<file path="src/rtl/counter_sweep_ctrl.sv">
// Sweep controller: drives an external up/down counter between two bounds.
// Each bound is held for a programmable dwell. Runs one round trip or repeats.
module counter_sweep_ctrl #(
  parameter int n  = 4,
  parameter int DW = 4
) (
  input  logic          clk,
  input  logic          reset_n,
  input  logic          start,
  input  logic          abort,
  input  logic          mode,
  input  logic [n-1:0]  lo,
  input  logic [n-1:0]  hi,
  input  logic [DW-1:0] dwell,
  input  logic [n-1:0]  count,
  output logic          up,
  output logic          enable,
  output logic          busy,
  output logic          done,
  output logic          err,
  output logic [7:0]    sweeps,
  output logic [2:0]    state_dbg
);

  // Control semantics: start is a level sampled only in IDLE; it is accepted
  // when lo<hi and rejected with a one-cycle err pulse otherwise. abort
  // overrides everything, including a start in the same cycle.
  typedef enum logic [2:0] {
    IDLE    = 3'd0,
    SEEK    = 3'd1,
    RISE    = 3'd2,
    HOLD_HI = 3'd3,
    FALL    = 3'd4,
    HOLD_LO = 3'd5
  } state_t;

  state_t        r_state;
  state_t        w_next_state;
  logic [n-1:0]  r_lo;
  logic [n-1:0]  r_hi;
  logic [DW-1:0] r_dwell;
  logic          r_mode;
  logic [DW-1:0] r_timer;
  logic [7:0]    r_sweeps;
  logic          r_done;
  logic          r_err;

  logic w_enable;
  logic w_up;
  logic w_capture;
  logic w_reject;
  logic w_timer_load;
  logic w_timer_dec;
  logic w_sweep_inc;
  logic w_done_set;

  always_ff @(posedge clk or negedge reset_n) begin
    if (!reset_n) begin
      r_state <= IDLE;
    end else begin
      r_state <= w_next_state;
    end
  end

  // up/enable come straight from count so the counter stops exactly on a bound.
  always_comb begin
    w_next_state = r_state;
    w_enable     = 1'b0;
    w_up         = 1'b0;
    w_capture    = 1'b0;
    w_reject     = 1'b0;
    w_timer_load = 1'b0;
    w_timer_dec  = 1'b0;
    w_sweep_inc  = 1'b0;
    w_done_set   = 1'b0;
    case (r_state)
      IDLE: begin
        if (start) begin
          if (lo < hi) begin
            w_capture    = 1'b1;
            w_next_state = SEEK;
          end else begin
            w_reject = 1'b1;
          end
        end
      end
      SEEK: begin
        if (count != r_lo) begin
          w_enable = 1'b1;
          w_up     = (count < r_lo);
        end else begin
          w_next_state = RISE;
        end
      end
      RISE: begin
        if (count != r_hi) begin
          w_enable = 1'b1;
          w_up     = 1'b1;
        end else begin
          w_timer_load = 1'b1;
          w_next_state = HOLD_HI;
        end
      end
      HOLD_HI: begin
        if (r_timer == '0) begin
          w_next_state = FALL;
        end else begin
          w_timer_dec = 1'b1;
        end
      end
      FALL: begin
        if (count != r_lo) begin
          w_enable = 1'b1;
          w_up     = 1'b0;
        end else begin
          w_timer_load = 1'b1;
          w_next_state = HOLD_LO;
        end
      end
      HOLD_LO: begin
        if (r_timer == '0) begin
          w_sweep_inc = 1'b1;
          if (r_mode) begin
            w_next_state = RISE;
          end else begin
            w_done_set   = 1'b1;
            w_next_state = IDLE;
          end
        end else begin
          w_timer_dec = 1'b1;
        end
      end
      default: begin
        w_next_state = IDLE;
      end
    endcase

    if (abort) begin
      w_next_state = IDLE;
      w_enable     = 1'b0;
      w_up         = 1'b0;
      w_capture    = 1'b0;
      w_reject     = 1'b0;
      w_timer_load = 1'b0;
      w_timer_dec  = 1'b0;
      w_sweep_inc  = 1'b0;
      w_done_set   = 1'b0;
    end
  end

  always_ff @(posedge clk or negedge reset_n) begin
    if (!reset_n) begin
      r_lo    <= '0;
      r_hi    <= '0;
      r_dwell <= '0;
      r_mode  <= 1'b0;
    end else if (w_capture) begin
      r_lo    <= lo;
      r_hi    <= hi;
      r_dwell <= dwell;
      r_mode  <= mode;
    end
  end

  always_ff @(posedge clk or negedge reset_n) begin
    if (!reset_n) begin
      r_timer <= '0;
    end else if (w_timer_load) begin
      r_timer <= r_dwell;
    end else if (w_timer_dec) begin
      r_timer <= r_timer - 1'b1;
    end
  end

  always_ff @(posedge clk or negedge reset_n) begin
    if (!reset_n) begin
      r_sweeps <= '0;
    end else if (w_capture) begin
      r_sweeps <= '0;
    end else if (w_sweep_inc && (r_sweeps != 8'hFF)) begin
      r_sweeps <= r_sweeps + 8'd1;
    end
  end

  always_ff @(posedge clk or negedge reset_n) begin
    if (!reset_n) begin
      r_done <= 1'b0;
      r_err  <= 1'b0;
    end else begin
      r_done <= w_done_set;
      r_err  <= w_reject;
    end
  end

  assign up        = w_up;
  assign enable    = w_enable;
  assign busy      = (r_state != IDLE);
  assign done      = r_done;
  assign err       = r_err;
  assign sweeps    = r_sweeps;
  assign state_dbg = r_state;

endmodule

</file>
<file path="config.mk">
export PLATFORM = sky130hd
export DESIGN_NAME = counter_sweep_ctrl
export DESIGN_NICKNAME = d
export VERILOG_FILES = /design/src/rtl/counter_sweep_ctrl.sv
export SDC_FILE = /design/constraint.sdc
export NUM_CORES = 1
export LEC_CHECK = 0
export CORE_UTILIZATION = 35
export CTS_CLUSTER_SIZE = 16
export DETAILED_ROUTE_END_ITERATION = 8
export PLACE_DENSITY_LB_ADDON = 0.08
export SYNTH_ARGS = -nofsm -noshare
export SYNTH_HDL_FRONTEND = slang
export SYNTH_SLANG_ARGS = --single-unit
</file>
<file path="constraint.sdc">
create_clock -name clk -period 2.85 [get_ports clk]
set_input_delay 0.7125 -clock clk [delete_from_list [all_inputs] [get_ports clk]]
set_output_delay 0.7125 -clock clk [all_outputs]
set_load 0.01 [all_outputs]
</file>
==> flow_results.xml, run 1 <==
<?xml version="1.0" encoding="UTF-8"?>
<metrics>
  <group name="timing">
    <metric name="max_freq" unit="MHz">361</metric>
    <metric name="fin_crit_sh" unit="%">97.3</metric>
    <metric name="final_hold_viol_count" unit="">0</metric>
    <metric name="max_slew_headroom" unit="%">56.2</metric>
    <metric name="fin_worst_skew" unit="ns">0.00254</metric>
    <metric name="timing_max_transition_violations_final" unit="">0</metric>
    <metric name="tightestPinTransition" unit="ns">0.655</metric>
    <metric name="finalSetupTns" unit="ns">0</metric>
    <metric name="setup_repair_after_global_routing_missed_its_margin" unit="">no</metric>
    <metric name="fin_worst_hold_slack" unit="ns">0.446</metric>
    <metric name="setup_viol" unit="">0</metric>
    <metric name="period_needed" unit="ns">2.77</metric>
  </group>
  <group name="critical_path">
    <metric name="critPathLaunch" unit="">count[2]</metric>
    <metric name="worstReg2RegStart" unit="">r_timer[0]</metric>
    <metric name="cpPeakStageDelay" unit="ns">0.44</metric>
    <metric name="critical-path-slowest-cell" unit="">clkdlybuf4s50_1</metric>
    <metric name="cp.required" unit="ns">2.14</metric>
    <metric name="crit_fanout" unit="">2</metric>
    <metric name="crit_path_end" unit="">up</metric>
    <metric name="worst-setup-path-type" unit="">primary input to output pin</metric>
    <metric name="crit_chain" unit="">clkdlybuf4s50_1 -&gt; ha_1 -&gt; o21a_1 -&gt; o21ai_1 -&gt; a31oi_1 -&gt; nor2_1 -&gt; buf_2</metric>
    <metric name="worstSetupStartpointType" unit="">primary input</metric>
    <metric name="crit_arrival" unit="ns">2.06</metric>
    <metric name="regToRegSetupSlack" unit="ns">0.58</metric>
    <metric name="worstReg2RegEnd" unit="">sweeps[5]</metric>
    <metric name="worst_r2r_path_depth" unit="">7</metric>
    <metric name="endpoint_kind_of_the_worst_setup_timing_path" unit="">output pin</metric>
  </group>
  <group name="pwr">
    <metric name="ir_drop" unit="mV">0.331</metric>
    <metric name="cellLeakagePower" unit="nW">1.01</metric>
    <metric name="fin_total_pwr" unit="mW">1.75</metric>
    <metric name="cellPowerDensity" unit="nW/um2">762</metric>
  </group>
  <group name="grt">
    <metric name="initial_antenna_violation_count" unit="">0</metric>
    <metric name="overflow" unit="">0</metric>
    <metric name="global_route.usage.total" unit="%">15.7</metric>
    <metric name="grt_pass1_vias" unit="">1412</metric>
    <metric name="pin_count_of_the_biggest_net_entering_global_routing" unit="">31</metric>
    <metric name="first_pass_grt_wire_length" unit="um">6270</metric>
  </group>
  <group name="yosys">
    <metric name="synth_edf_count" unit="">0</metric>
    <metric name="ys.flop_type" unit="">dfrtp_1</metric>
    <metric name="syn_nets" unit="">199</metric>
    <metric name="yosys.cell_count.top_type" unit="">dfrtp_1</metric>
    <metric name="synth_largest_type_area_fraction" unit="%">44.5</metric>
    <metric name="netlist.top_cell.by_area" unit="">dfrtp_1</metric>
    <metric name="synth.ff_latch_count" unit="">30</metric>
    <metric name="share_of_the_yosys_chip_area_belonging_to_registers" unit="%">44.5</metric>
    <metric name="mapped_avg_cell_area" unit="um2">9.99</metric>
    <metric name="async_reset_ff_share" unit="%">100</metric>
    <metric name="synth_warnings" unit="">0</metric>
    <metric name="mappedNetlistArea" unit="um2">1690</metric>
    <metric name="post_synth_num_cell_types" unit="">35</metric>
    <metric name="synthTopCellsByCount" unit="">dfrtp_1 (30), inv_1 (16), nor2_1 (14)</metric>
    <metric name="synth.area.top_cells" unit="">dfrtp_1 (44%), mux2_2 (8.0%), ha_1 (6.7%)</metric>
    <metric name="synthesis.instances" unit="">169</metric>
  </group>
  <group name="floorplanning">
    <metric name="core_area" unit="um2">4500</metric>
    <metric name="die_h" unit="um">71.4</metric>
    <metric name="floorplan.die_area" unit="um2">5100</metric>
    <metric name="floorplan.die.width" unit="um">71.4</metric>
    <metric name="floorplan.initialDensity" unit="%">37.5</metric>
    <metric name="io_pins" unit="">37</metric>
    <metric name="row_count" unit="">24</metric>
  </group>
  <group name="final_layout">
    <metric name="fin_cells" unit="">273</metric>
    <metric name="n_antenna_cell" unit="">0</metric>
    <metric name="fill_cells" unit="">439</metric>
    <metric name="nets" unit="">252</metric>
    <metric name="drive_above_1_share" unit="%">18.6</metric>
    <metric name="utilization" unit="%">50.9</metric>
    <metric name="area_growth_syn_to_layout" unit="%">35.8</metric>
    <metric name="sequential_cell_area" unit="um2">751</metric>
    <metric name="multi_input_logic_area" unit="um2">862</metric>
  </group>
  <group name="detailed_routing">
    <metric name="detail-route-antenna-nets" unit="">0</metric>
    <metric name="drt_wl_total" unit="um">3680</metric>
    <metric name="route.vias.total" unit="">1396</metric>
    <metric name="initialDrtViolationCount" unit="">91</metric>
    <metric name="detailedRoute.firstPassIterationCount" unit="">4</metric>
    <metric name="routed_wire_length_per_instance" unit="um">13.5</metric>
    <metric name="viasPerCell" unit="">5.11</metric>
    <metric name="drt_drc_violations_left" unit="">0</metric>
  </group>
  <group name="clocking">
    <metric name="cts_made_buffers" unit="">5</metric>
    <metric name="root_buffer" unit="">clkbuf_8</metric>
    <metric name="clock_latency_at_the_later_pin_of_the_worst_skew_pair" unit="ns">0.27</metric>
    <metric name="clock_tree_from_tritoncts" unit="">done</metric>
    <metric name="htreeDepth" unit="">2</metric>
    <metric name="postCtsHoldBufs" unit="">0</metric>
    <metric name="worst_setup_hold_path_clk_slew" unit="ns">0.06</metric>
    <metric name="cts_sinks" unit="">30</metric>
    <metric name="clock_path_buffers" unit="">2</metric>
  </group>
  <group name="outcome">
    <metric name="outcome" unit="">completed</metric>
  </group>
  <group name="place">
    <metric name="portBuffers" unit="">36</metric>
    <metric name="dp_hpwl" unit="um">2780</metric>
    <metric name="placed_cells_incl_taps" unit="">267</metric>
    <metric name="gpl.final_weighted_congestion" unit="">0.767</metric>
  </group>
  <group name="job">
    <metric name="max_cap_violations" unit="">0</metric>
  </group>
  <group name="worst_hold_path">
    <metric name="timing.hold.worst.class" unit="">flip-flop to flip-flop</metric>
  </group>
</metrics>
## worst min-delay path by stage
stage             from  endpoint  slack [ns]  cells past startpoint
2_1_floorplan  reset_n      done        0.42                      0
3_3_place_gp    r_mode      done        0.46                      1
3_5_place_dp    r_mode      done        0.45                      1
4_1_cts         r_mode      done        0.46                      1
5_1_grt         r_mode      done        0.48                      1
6_report        r_mode      done        0.45                      1
## flip-flops by register name (all words and copies together) (netlist names)
| signal | count |
|---|---|
| r_dwell | 4 |
| r_lo | 4 |
| r_hi | 4 |
| r_mode | 1 |
| state_dbg | 3 |
| r_timer | 4 |
| err | 1 |
| sweeps | 8 |
| done | 1 |
## metal layers
metal / part of all wire [%] / vias up / global-route usage (%) / wire [um]
met2: 49 / 25 / 26.7 / 1800
met3: 3.6 / 7 / 3.52 / 131
met5: 0 / - / 0 / 0
met1: 46 / 673 / 20.1 / 1700
met4: 1.3 / 0 / 4.67 / 46
li1: - / 691 / - / -
## cell usage in the layout (no fill, tap or decap), types with 3 or more instances in the layout
| cell | count |
|---|---|
| mux2_2 | 12 |
| inv_1 | 16 |
| mux2i_1 | 3 |
| nand3_1 | 4 |
| clkdlybuf4s50_1 | 32 |
| or3_1 | 3 |
| nor4_1 | 3 |
| clkbuf_8 | 6 |
| buf_4 | 16 |
| a21oi_1 | 4 |
| dfrtp_1 | 30 |
| nor2_1 | 14 |
| nand2_1 | 13 |
| ha_1 | 9 |
| nor4b_1 | 4 |
| xnor2_1 | 7 |
| o21ai_0 | 9 |
| xor2_1 | 6 |
## worst max-delay path: cells and delay by family
family	cells	cell delay, ns
AND/OR/NAND/NOR	1	0.11
AO/OA/AOI/OAI	3	0.35
adder cells (fa/ha/maj)	1	0.31
buffers and inverters	2	0.57
## cell families (layout without fill, tap and decap cells)
logic type	after synthesis	after routing	share of synthesized area, %
and+or+nand+nor	55	55	17.5
buffers and inverters	22	74	5.11
muxes	15	15	9.79
AOI/OAI and AO/OA	25	25	9.71
adders and majority gates	9	9	6.67
xor gates and xnor gates	13	13	6.75
DFF	30	30	44.5
## cell type report
class | count | share of cell area (%)
Inverter | 16 | 2.62
Clock buffer | 6 | 3.60
Timing Repair Buffer | 52 | 20.6
Sequential cell | 30 | 32.8
Tap cell | 52 | 2.84
Multi-Input combinational cell | 117 | 37.6
## stage by stage
step | worst slack (ns) | area (um2)
floorplan | 0.488 | 1690
global placement | -0.442 | 2210
detailed placement | -0.515 | 2210
CTS | 0.0472 | 2290
global route | 0.00207 | 2290
finish | 0.0763 | 2290
## repair_timing
item	4_1_cts	5_1_grt
setup buffers	0	0
pin swaps	5	3
resized for setup	12	1
setup endpoints to repair	2	2
## power breakdown
group / switching [mW] / total [mW] / internal [mW] / leakage, nW
logic: 0.351 / 0.759 / 0.407 / 0.578
registers: 0.0915 / 0.660 / 0.568 / 0.384
clock network: 0.143 / 0.328 / 0.186 / 0.0431
(Power assumes the default switching activity.)
==> run 2, diff against run 1 <==
- CTS_BUF_LIST: default -> sky130_fd_sc_hd__clkbuf_8
==> results of run 2 <==
The final DEF is identical to that of run 1; final timing and power are the same.
==> run 3, diff against run 2 <==
- SKIP_CTS_REPAIR_TIMING: default -> 1
==> flow_results.xml, run 3 (synthesis gave the netlist of run 1 again) <==
<?xml version="1.0" encoding="UTF-8"?>
<metrics>
  <group name="critical_path">
    <metric name="worst_r2r_path_depth" unit="">7</metric>
    <metric name="endpoint_kind_of_the_worst_setup_timing_path" unit="">output pin</metric>
    <metric name="worstReg2RegStart" unit="">r_timer[0]</metric>
    <metric name="cp.required" unit="ns">2.14</metric>
    <metric name="crit_arrival" unit="ns">2.06</metric>
    <metric name="crit_fanout" unit="">3</metric>
    <metric name="worstSetupStartpointType" unit="">primary input</metric>
    <metric name="worstReg2RegEnd" unit="">sweeps[5]</metric>
    <metric name="worst-setup-path-type" unit="">primary input to output pin</metric>
    <metric name="regToRegSetupSlack" unit="ns">0.58</metric>
  </group>
  <group name="final_layout">
    <metric name="final_cell_mix" unit="">clkdlybuf4s50_1 (32), dfrtp_1 (30), inv_1 (16), buf_4 (16), nor2_1 (14)</metric>
    <metric name="nets" unit="">252</metric>
    <metric name="utilization" unit="%">51.0</metric>
    <metric name="most_frequent_standard_cell_in_the_layout_excluding_fill_and_tap_cells" unit="">clkdlybuf4s50_1</metric>
    <metric name="fin_cells" unit="">273</metric>
    <metric name="fill_cells" unit="">437</metric>
    <metric name="n_antenna_cell" unit="">0</metric>
    <metric name="drive_above_1_share" unit="%">18.6</metric>
    <metric name="area_growth_syn_to_layout" unit="%">36.0</metric>
    <metric name="largest_reg_flops" unit="">8</metric>
    <metric name="stdcell_area" unit="um2">2300</metric>
  </group>
  <group name="worst_hold_path">
    <metric name="whs_endpoint" unit="">done</metric>
    <metric name="timing.hold.worst.class" unit="">flip-flop to flip-flop</metric>
    <metric name="worst_hold_startpoint" unit="">r_mode</metric>
    <metric name="worst_hold_path.num_cells" unit="">1</metric>
  </group>
  <group name="place">
    <metric name="portBuffers" unit="">36</metric>
    <metric name="post-place-ws" unit="ns">-0.515</metric>
    <metric name="dp_hpwl" unit="um">2780</metric>
    <metric name="placed_cells_incl_taps" unit="">267</metric>
    <metric name="gpl.final_weighted_congestion" unit="">0.767</metric>
    <metric name="placed_area" unit="um2">2210</metric>
  </group>
  <group name="grt">
    <metric name="grt_pass1_vias" unit="">1395</metric>
    <metric name="global_route.usage.total" unit="%">15.5</metric>
    <metric name="initial_antenna_violation_count" unit="">0</metric>
    <metric name="first_pass_grt_wire_length" unit="um">6200</metric>
    <metric name="overflow" unit="">0</metric>
    <metric name="pin_count_of_the_biggest_net_entering_global_routing" unit="">31</metric>
  </group>
  <group name="floorplanning">
    <metric name="row_count" unit="">24</metric>
    <metric name="floorplan.initialDensity" unit="%">37.5</metric>
    <metric name="io_pins" unit="">37</metric>
    <metric name="floorplan.die_area" unit="um2">5100</metric>
    <metric name="die_h" unit="um">71.4</metric>
    <metric name="floorplan.die.width" unit="um">71.4</metric>
    <metric name="core_area" unit="um2">4500</metric>
  </group>
  <group name="job">
    <metric name="max_cap_violations" unit="">0</metric>
  </group>
  <group name="timing">
    <metric name="finalSetupTns" unit="ns">0</metric>
    <metric name="fin_worst_skew" unit="ns">0.00254</metric>
    <metric name="tightestPinTransition" unit="ns">0.655</metric>
    <metric name="max_freq" unit="MHz">360</metric>
    <metric name="period_needed" unit="ns">2.77</metric>
    <metric name="setup_viol" unit="">0</metric>
    <metric name="fin_crit_sh" unit="%">97.4</metric>
    <metric name="max_slew_headroom" unit="%">56.2</metric>
    <metric name="final_hold_viol_count" unit="">0</metric>
    <metric name="timing_max_transition_violations_final" unit="">0</metric>
    <metric name="final.setup.worst_slack" unit="ns">0.0753</metric>
    <metric name="fin_worst_hold_slack" unit="ns">0.446</metric>
  </group>
  <group name="clocking">
    <metric name="clock_latency_at_the_later_pin_of_the_worst_skew_pair" unit="ns">0.27</metric>
    <metric name="cts_made_buffers" unit="">5</metric>
    <metric name="cts_sinks" unit="">30</metric>
    <metric name="clock_tree_from_tritoncts" unit="">done</metric>
    <metric name="clock_path_buffers" unit="">2</metric>
    <metric name="root_buffer" unit="">clkbuf_8</metric>
    <metric name="htreeDepth" unit="">2</metric>
    <metric name="worst_setup_hold_path_clk_slew" unit="ns">0.06</metric>
  </group>
  <group name="pwr">
    <metric name="ir_drop" unit="mV">0.331</metric>
    <metric name="cellLeakagePower" unit="nW">1.01</metric>
    <metric name="cellPowerDensity" unit="nW/um2">761</metric>
    <metric name="fin_total_pwr" unit="mW">1.75</metric>
  </group>
  <group name="detailed_routing">
    <metric name="viasPerCell" unit="">5.10</metric>
    <metric name="route.vias.total" unit="">1392</metric>
    <metric name="drt_wl_total" unit="um">3680</metric>
    <metric name="initialDrtViolationCount" unit="">81</metric>
    <metric name="drt_drc_violations_left" unit="">0</metric>
    <metric name="detailedRoute.firstPassIterationCount" unit="">4</metric>
    <metric name="routed_wire_length_per_instance" unit="um">13.5</metric>
    <metric name="detail-route-antenna-nets" unit="">0</metric>
  </group>
  <group name="outcome">
    <metric name="outcome" unit="">completed</metric>
  </group>
</metrics>
run 3: worst max-delay path: stages:
cell and delay, ns:
clkdlybuf4s50_1 0.45, ha_1 0.32, nand4_1 0.18, a31oi_1 0.20, nor2_1 0.06, buf_2 0.13
run 3: layout make-up:
cell class              count  area [um2]  share of cell area, %
clock buffers               6        82.6                   3.60
inverters                  16        60.1                   2.62
multi-input cells         117         862                   37.5
flip-flops and latches     30         751                   32.7
well taps                  52        65.1                   2.83
repair buffers             52         475                   20.7
run 3: metal layers:
layer,track usage (%),wire [um],up-vias
li1,-,-,692
met1,20.1,1720,672
met2,26.0,1800,21
met3,3.52,118,7
met4,4.67,46,0
met5,0,0,-
run 3: how the worst max path moves through the flow:
stage          slack, ns  startpoint  endpoint
6_report            0.08    count[3]        up
2_1_floorplan       0.49    count[1]        up
5_1_grt            -0.01    count[2]        up
4_1_cts            -0.52    count[1]        up
3_5_place_dp       -0.51    count[1]        up
3_3_place_gp       -0.44    count[1]        up
run 3: power breakdown:
group	total [mW]	internal [mW]	switching [mW]	leakage (nW)
clock	0.328	0.186	0.143	0.0431
sequential	0.660	0.568	0.0917	0.384
combinational	0.759	0.408	0.351	0.585
